`src/rtl/mux_rr_arbiter.sv`:
```
// Round-robin arbiter sharing one 8:1 bit-select mux among 8 requesters.
// Grants are held for up to BURST accepted beats or until the owner withdraws.
module mux_rr_arbiter #(
    parameter int NREQ  = 8,
    parameter int BURST = 4
) (
    input  logic                     clk,
    input  logic                     rst_n,
    input  logic [NREQ-1:0]          req,
    input  logic [NREQ-1:0]          data_in,
    input  logic                     ready,
    output logic [NREQ-1:0]          grant,
    output logic [$clog2(NREQ)-1:0]  sel,
    output logic                     valid,
    output logic                     y,
    output logic                     last,
    output logic                     busy,
    output logic                     o_dbg_state,
    output logic [$clog2(NREQ)-1:0]  o_dbg_ptr,
    output logic [2:0]               o_dbg_cnt
);

    localparam int SW = $clog2(NREQ);
    localparam logic [2:0] LAST_CNT = 3'(BURST - 1);

    typedef enum logic {S_IDLE = 1'b0, S_BUSY = 1'b1} state_t;

    // Handshake: a beat transfers on a rising edge where valid && ready are
    // both high; valid never depends on ready, and ready may depend on valid.

    state_t          r_state, w_state_nx;
    logic [SW-1:0]   r_sel, w_sel_nx;
    logic [SW-1:0]   r_ptr, w_ptr_nx;
    logic [NREQ-1:0] r_grant, w_grant_nx;
    logic [2:0]      r_cnt, w_cnt_nx;
    logic [SW-1:0]   w_pick;
    logic            w_found;

    always_ff @(posedge clk or negedge rst_n) begin
        if (!rst_n) begin
            r_state <= S_IDLE;
            r_sel   <= '0;
            r_ptr   <= '0;
            r_grant <= '0;
            r_cnt   <= '0;
        end else begin
            r_state <= w_state_nx;
            r_sel   <= w_sel_nx;
            r_ptr   <= w_ptr_nx;
            r_grant <= w_grant_nx;
            r_cnt   <= w_cnt_nx;
        end
    end

    // Walk from the far end back toward ptr so the closest requester wins.
    always_comb begin
        w_pick  = '0;
        w_found = 1'b0;
        for (int k = NREQ - 1; k >= 0; k--) begin
            if (req[r_ptr + SW'(k)]) begin
                w_pick  = r_ptr + SW'(k);
                w_found = 1'b1;
            end
        end
    end

    always_comb begin
        w_state_nx = r_state;
        w_sel_nx   = r_sel;
        w_ptr_nx   = r_ptr;
        w_grant_nx = r_grant;
        w_cnt_nx   = r_cnt;
        case (r_state)
            S_IDLE: begin
                if (w_found) begin
                    w_state_nx = S_BUSY;
                    w_sel_nx   = w_pick;
                    w_grant_nx = NREQ'(1) << w_pick;
                    w_cnt_nx   = '0;
                end
            end
            S_BUSY: begin
                if (!req[r_sel] || (ready && r_cnt == LAST_CNT)) begin
                    w_state_nx = S_IDLE;
                    w_grant_nx = '0;
                    w_cnt_nx   = '0;
                    w_ptr_nx   = r_sel + SW'(1);
                end else if (ready) begin
                    w_cnt_nx = r_cnt + 3'd1;
                end
            end
            default: w_state_nx = S_IDLE;
        endcase
    end

    always_comb begin
        busy        = (r_state == S_BUSY);
        valid       = busy && req[r_sel];
        y           = valid && data_in[r_sel];
        last        = valid && (r_cnt == LAST_CNT);
        grant       = r_grant;
        sel         = r_sel;
        o_dbg_state = r_state;
        o_dbg_ptr   = r_ptr;
        o_dbg_cnt   = r_cnt;
    end

endmodule

```
`config.mk`:
```
export PLATFORM = sky130hd
export DESIGN_NAME = mux_rr_arbiter
export DESIGN_NICKNAME = d
export VERILOG_FILES = /design/src/rtl/mux_rr_arbiter.sv
export SDC_FILE = /design/constraint.sdc
export NUM_CORES = 1
export LEC_CHECK = 0
export ABC_AREA = 0
export CORE_ASPECT_RATIO = 1.5
export CORE_MARGIN = 5
export CORE_UTILIZATION = 56
export DETAILED_ROUTE_END_ITERATION = 10
export PLACE_DENSITY = 0.86
export SETUP_SLACK_MARGIN = 0.02
export SKIP_CTS_REPAIR_TIMING = 1
export SYNTH_ARGS = -nofsm -noshare
export SYNTH_HDL_FRONTEND = slang
export SYNTH_SLANG_ARGS = --single-unit
```
`constraint.sdc`:
```
create_clock -name clk -period 8.9 [get_ports clk]
set_clock_uncertainty 0.15 [all_clocks]
set_input_delay 1.335 -clock clk [delete_from_list [all_inputs] [get_ports clk]]
set_output_delay 1.335 -clock clk [all_outputs]
set_load 0.05 [all_outputs]
```
# [Yosys cells after proc, flatten, opt, wreduce, memory -nomap -nowiden]
# Cells that the tools add are included.
[op_classes] addsub=9 n_lt_le_gt_ge=9 n_eq_ne=4 shift=1 n_mux=46 bitwise_logic=1 n_reduce_logical=10
[ops] cell="$lt 3x4->1 const B" count=9
[ops] cell="$mux 3" count=11
[ops] cell="$bmux 1 s3" count=10
[ops] cell="$mux 1" count=20
[ops] cell="$mux 8" count=2
[ops] cell="$pmux 8 s2" count=1
[ops] cell="$add 3x3->3 const B" count=4
[ops] cell="$add 3x1->3 const B" count=3
[ops] cell="$reduce_and 2->1" count=4
[ops] cell="$shl 1x3->8 const A" count=1
[ops] cell="$add 3x2->3 const B" count=2
[ops] cell="$pmux 3 s2" count=1
[ops] cell="$logic_and 1x1->1" count=4
[ops] cell="$eq 3x2->1 const B" count=1
[ops] cell="$ne 3x2->1 const B" count=1
[ops] cell="$ne 2x1->1 const B" count=1
[ops] cell="$ne 2x2->1 const B" count=1
[ops] cell="$pmux 1 s2" count=1
[ops] cell="$logic_not 1->1" count=1
[ops] cell="$logic_or 1x1->1" count=1
[ops] cell="$not 1->1" count=1
[word_totals] ff_bits=18 out_inout_bits=22 elab_cells=85

# [Logic depth before layout (Yosys ltp)]
[depth] ltp_word=14 ltp_mapped=13 depth_no_buf=9

# [Worst setup path after synthesis]
# OpenSTA, ideal clock, no wires.
[synth_timing] path_type="input to output" start="in req[1]" end="out y" t_arrival_ns=2.468 slack_ns=4.947 stages=4 cell_sequence="mux4_2 -> mux2_2 -> nand2_1 -> nor2_1"
[synth_between] elab_chain_len=4
[synth_rtl] item="start, declared" line_no="9" rtl="input logic [NREQ-1:0] req,"
[synth_rtl] item="$bmux 1 s3" line_no="98" rtl="valid = busy && req[r_sel];"
[synth_rtl] item="$mux 1 (not written as such)" line_no="98"
[synth_rtl] item="$logic_and 1x1->1" line_no="98"
[synth_rtl] item="$logic_and 1x1->1" line_no="99" rtl="y = valid && data_in[r_sel];"
[synth_rtl] item="end, declared" line_no="15" rtl="output logic y,"
# Every way passes these cells. The select of a mux whose other input is x is not followed.

# [Worst setup path after layout]
[layout_timing] start="in req[7]" end="out valid"
[layout_between] elab_chain_len=3
[layout_rtl] item="$bmux 1 s3" line_no="98"
[layout_rtl] item="$mux 1 (not written as such)" line_no="98"
[layout_rtl] item="$logic_and 1x1->1" line_no="98"
[layout_rtl] item="end, declared" line_no="14" rtl="output logic valid,"
# Every way passes these cells. The select of a mux whose other input is x is not followed.

==> tab_implementation.tex <==
\begin{tabular}{lr}
\hline
Metric & Value \\
\hline
\multicolumn{2}{l}{\textbf{Final layout}} \\
\quad Area overhead of the layout relative to synthesis & 19.85\% \\
\quad Number of nets in the finished design & about 250 \\
\quad Filler instances & roughly 270 \\
\quad Share of post-route cells with drive strength above 1 & 17.18\% \\
\quad Antenna Diode Count & 0 \\
\multicolumn{2}{l}{\textbf{Die}} \\
\quad Standard-cell row count & 26 \\
\quad Die Span Y & approximately 84 microns \\
\quad I/O pin total & 41 \\
\quad Core area & 3448 sq um \\
\quad Starting Density & between 50 and 60\% \\
\quad Overall die width & between 50 and 60 microns \\
\quad Die footprint & slightly below 5000 sq um \\
\multicolumn{2}{l}{\textbf{Clocking}} \\
\quad Clock transition at the registers of the reported paths & roughly 0.060 ns \\
\quad Number of H-tree levels & 1 \\
\quad Clock tree from TritonCTS & done \\
\quad Worst-case clock buffer depth & 2 \\
\quad Clock insertion delay at the later pin of the skew report & about 0.25 ns \\
\quad Number of buffers inserted during clock tree synthesis & 3 \\
\quad Buffer type at the clock tree root & sky130\_fd\_sc\_hd\_\_clkbuf\_8 \\
\quad Number of clock sinks & 18 \\
\multicolumn{2}{l}{\textbf{Route}} \\
\quad First-pass iteration count of the detailed router & 4 \\
\quad Final WL & between 5000 and 6000 microns \\
\quad Remaining routing DRC violations & 0 \\
\quad DR WL/cell & a little under 20 microns \\
\quad Number of nets with antenna violations after detailed routing & 0 \\
\quad Total number of vias & around 1800 \\
\quad DR vias/cell & roughly 6.7 \\
\quad Detailed Route Iter0 Violations & about 150 \\
\multicolumn{2}{l}{\textbf{Yosys}} \\
\quad Count of flip-flops with a built-in enable after synthesis & 0 \\
\quad Mux cell area share after synthesis & 32.27\% \\
\quad Synthesized-area fraction occupied by ao, oa, aoi and oai cells & between 15 and 20\% \\
\quad Synth Area per Inst & $\sim$11 sq um \\
\quad Number of nets in the synthesized netlist & 217 \\
\quad Post-synthesis sequential element count & 18 \\
\quad Share of synthesized area occupied by flip-flops and latches & roughly 22\% \\
\quad Async set-reset flop share out of synthesis & 100.0\% \\
\quad Simple-gate share of the synthesized area & roughly 15\% \\
\quad Xor and xnor fraction of the mapped netlist area & under 10\% \\
\quad Area of the mapped netlist & 2036 sq um \\
\quad Warning count from the yosys run & 0 \\
\quad Main synth FF type & sky130\_fd\_sc\_hd\_\_dfrtp\_1 \\
\quad Distinct cells, synth & 56 \\
\quad Dominant combinational cell family by area after synthesis & multiplexers \\
\quad Adder-cell area share of the yosys netlist & under 10\% \\
\quad Post-Syn Instances & 193 \\
\multicolumn{2}{l}{\textbf{Job}} \\
\quad Maxcap violations & 0 \\
\multicolumn{2}{l}{\textbf{Global route}} \\
\quad Maximum number of pins on one net before global-route repair & 23 \\
\quad Global-route wire length before repair & $\sim$9300 microns \\
\quad Initial antenna violation count & 0 \\
\quad Total grt overflow & 0 \\
\quad Overall Global Routing Usage & between 20\% and 30\% \\
\quad Via count of the first global-routing pass & 1931 \\
\multicolumn{2}{l}{\textbf{Timing}} \\
\quad Transition time of the tightest slew-check pin & between 0.9 and 1 ns \\
\quad RSZ-0062 raised after global routing & no \\
\quad Setup Total Neg Slack & 0 ns \\
\quad Tcrit/Tclk final & 56.98\% \\
\quad Count of endpoints failing setup in the final report & 0 \\
\quad Max-slew headroom & between 30\% and 40\% \\
\quad Hold Fails Final Rpt & 0 \\
\quad Slew Viols, Final & 0 \\
\quad Highest attainable clock frequency & just under 0.2 GHz \\
\quad Final critical path time including I/O delays and setup & roughly 5 ns \\
\multicolumn{2}{l}{\textbf{Min path}} \\
\quad Origin of the worst min-delay path & grant[1] \\
\quad Instance count along the most critical hold path & 1 \\
\quad WHS Endpoint & grant[1] \\
\quad Min-Delay Path Class & reg2reg \\
\multicolumn{2}{l}{\textbf{Critical path}} \\
\quad Critical path data arrival time & approximately 3.6 ns \\
\quad Reg2Reg Depth & 8 \\
\quad RR Endpoint & grant[7] \\
\quad Kind of critical path & in2out \\
\quad Startpoint of the worst register-to-register path & o\_dbg\_ptr[0] \\
\quad Data required time at the worst endpoint & 7.41 ns \\
\quad Startpoint type of the worst setup path & input pin \\
\quad R2r setup slk & 4.98 ns \\
\quad Critical Path Fanout Max & 8 \\
\quad Kind of end point of the critical path & output pin \\
\multicolumn{2}{l}{\textbf{Placement}} \\
\quad Number of buffers added on ports & 40 \\
\quad HPWL after DPL & just over 4000 microns \\
\quad Final estimated routing congestion in global placement & between 0.9 and 1 \\
\multicolumn{2}{l}{\textbf{Outcome}} \\
\quad Run status & complete, no violations \\
\hline
\end{tabular}
==> routing by layer <==
metal	vias up	global-route usage, %	wire (microns)
met4	0	11.13	213
met1	874	29.08	2030
met2	65	39.30	2805
met5	-	0	0
met3	21	3.251	242
li1	831	-	-
==> synthesized netlist by cell type, types with 2 or more instances <==
master                       n  area (sq um)
sky130_fd_sc_hd__nor2_1     12         45.04
sky130_fd_sc_hd__ha_1        5         62.56
sky130_fd_sc_hd__nor4_1      2         12.51
sky130_fd_sc_hd__mux4_1      7         183.9
sky130_fd_sc_hd__a221o_1     3         30.03
sky130_fd_sc_hd__a22o_1      2         17.52
sky130_fd_sc_hd__dfrtp_1    18         450.4
sky130_fd_sc_hd__inv_1       5         18.77
sky130_fd_sc_hd__xnor2_1     2         17.52
sky130_fd_sc_hd__and3_4      2         22.52
sky130_fd_sc_hd__xor2_1      3         26.28
sky130_fd_sc_hd__o22ai_1     2         12.51
sky130_fd_sc_hd__nand2_1    27         101.4
sky130_fd_sc_hd__mux2i_1    13         130.1
sky130_fd_sc_hd__clkinv_1    2         7.510
sky130_fd_sc_hd__a32oi_1     3         26.28
sky130_fd_sc_hd__nand3_1     4         20.02
sky130_fd_sc_hd__buf_4       2         15.01
sky130_fd_sc_hd__mux2_2      6         67.56
sky130_fd_sc_hd__mux2i_2     2         27.53
sky130_fd_sc_hd__a21oi_1     5         25.02
sky130_fd_sc_hd__a21o_1      2         15.01
sky130_fd_sc_hd__o2111ai_1   2         17.52
sky130_fd_sc_hd__mux4_2     11         247.7
sky130_fd_sc_hd__clkbuf_8    2         27.53
sky130_fd_sc_hd__nor3_1      3         15.01
sky130_fd_sc_hd__a211o_1     2         17.52
sky130_fd_sc_hd__o21ai_0     7         35.03
sky130_fd_sc_hd__or3_2       2         15.01
sky130_fd_sc_hd__a32o_1      6         60.06
sky130_fd_sc_hd__buf_6       4         45.04
==> worst max-delay path, cell delays in order <==
cell and delay [ns]:
sky130_fd_sc_hd__clkdlybuf4s50_1 0.54, sky130_fd_sc_hd__mux4_2 0.52, sky130_fd_sc_hd__mux2_2 0.30, sky130_fd_sc_hd__nand2_1 0.12
sky130_fd_sc_hd__inv_1 0.08, sky130_fd_sc_hd__clkdlybuf4s50_1 0.70
==> registers in the layout, summed over array words and instances (netlist names) <==
register and cells:
grant 8, o_dbg_cnt 3, o_dbg_ptr 3, sel 3
busy 1
==> worst max-delay path by stage <==
| stage | startpoint | endpoint | slack (ns) |
|---|---|---|---|
| final | req[7] | valid | 3.83 |
| after global routing | req[5] | valid | 3.75 |
| after CTS | req[7] | valid | 3.84 |
| after detailed placement | req[7] | last | 3.84 |
| after global placement | req[7] | last | 3.87 |
| after floorplan | req[1] | y | 4.95 |
==> kinds of logic (layout without fill, tap and decap cells) <==
logic type	after synthesis	in the layout
fa+ha+maj	5	5
xor+xnor	6	6
mux	39	39
buf+inv	19	53
compound gates	44	44
flops	18	18
simple gates	62	62
==> cell usage in the layout, fill, tap and decap left out, types with 3 or more instances in the layout <==
master,instances
sky130_fd_sc_hd__a32o_1,6
sky130_fd_sc_hd__mux2i_1,13
sky130_fd_sc_hd__inv_1,5
sky130_fd_sc_hd__nand2_1,27
sky130_fd_sc_hd__clkbuf_8,4
sky130_fd_sc_hd__ha_1,5
sky130_fd_sc_hd__a21oi_1,5
sky130_fd_sc_hd__o21ai_0,7
sky130_fd_sc_hd__nand3_1,4
sky130_fd_sc_hd__mux2_2,6
sky130_fd_sc_hd__mux4_2,11
sky130_fd_sc_hd__a32oi_1,3
sky130_fd_sc_hd__xor2_1,3
sky130_fd_sc_hd__nor2_1,12
sky130_fd_sc_hd__a221o_1,3
sky130_fd_sc_hd__nor3_1,3
sky130_fd_sc_hd__clkdlybuf4s50_1,40
sky130_fd_sc_hd__mux4_1,7
sky130_fd_sc_hd__dfrtp_1,18
==> final cells by class <==
type / instances / area (sq um) / area share, %
inverters: 8 / 30.03 / 1.231
repair buffers: 41 / 407.9 / 16.72
multi-input cells: 156 / 1444 / 59.18
flip-flops and latches: 18 / 450.4 / 18.46
clock buffers: 4 / 55.05 / 2.256
well taps: 42 / 52.55 / 2.154
==> metrics by stage <==
step | worst slack, ns | cells | utilization [%] | instance area [sq um] | hold slack, ns
after floorplan | 4.947 | 193 | - | 2036 | 0.6201
after global placement | 3.875 | 265 | 69.16 | 2385 | 0.3305
after detailed placement | 3.838 | 265 | 69.16 | 2385 | 0.3362
after CTS | 3.841 | 269 | 70.75 | 2440 | 0.3472
after global routing | 3.748 | 269 | 70.75 | 2440 | 0.3829
final | 3.828 | 269 | 70.75 | 2440 | 0.3512
Power is left out: the tool's default activity adds up to more than one toggle a clock period on the data nets, which glitch-free logic cannot reach.
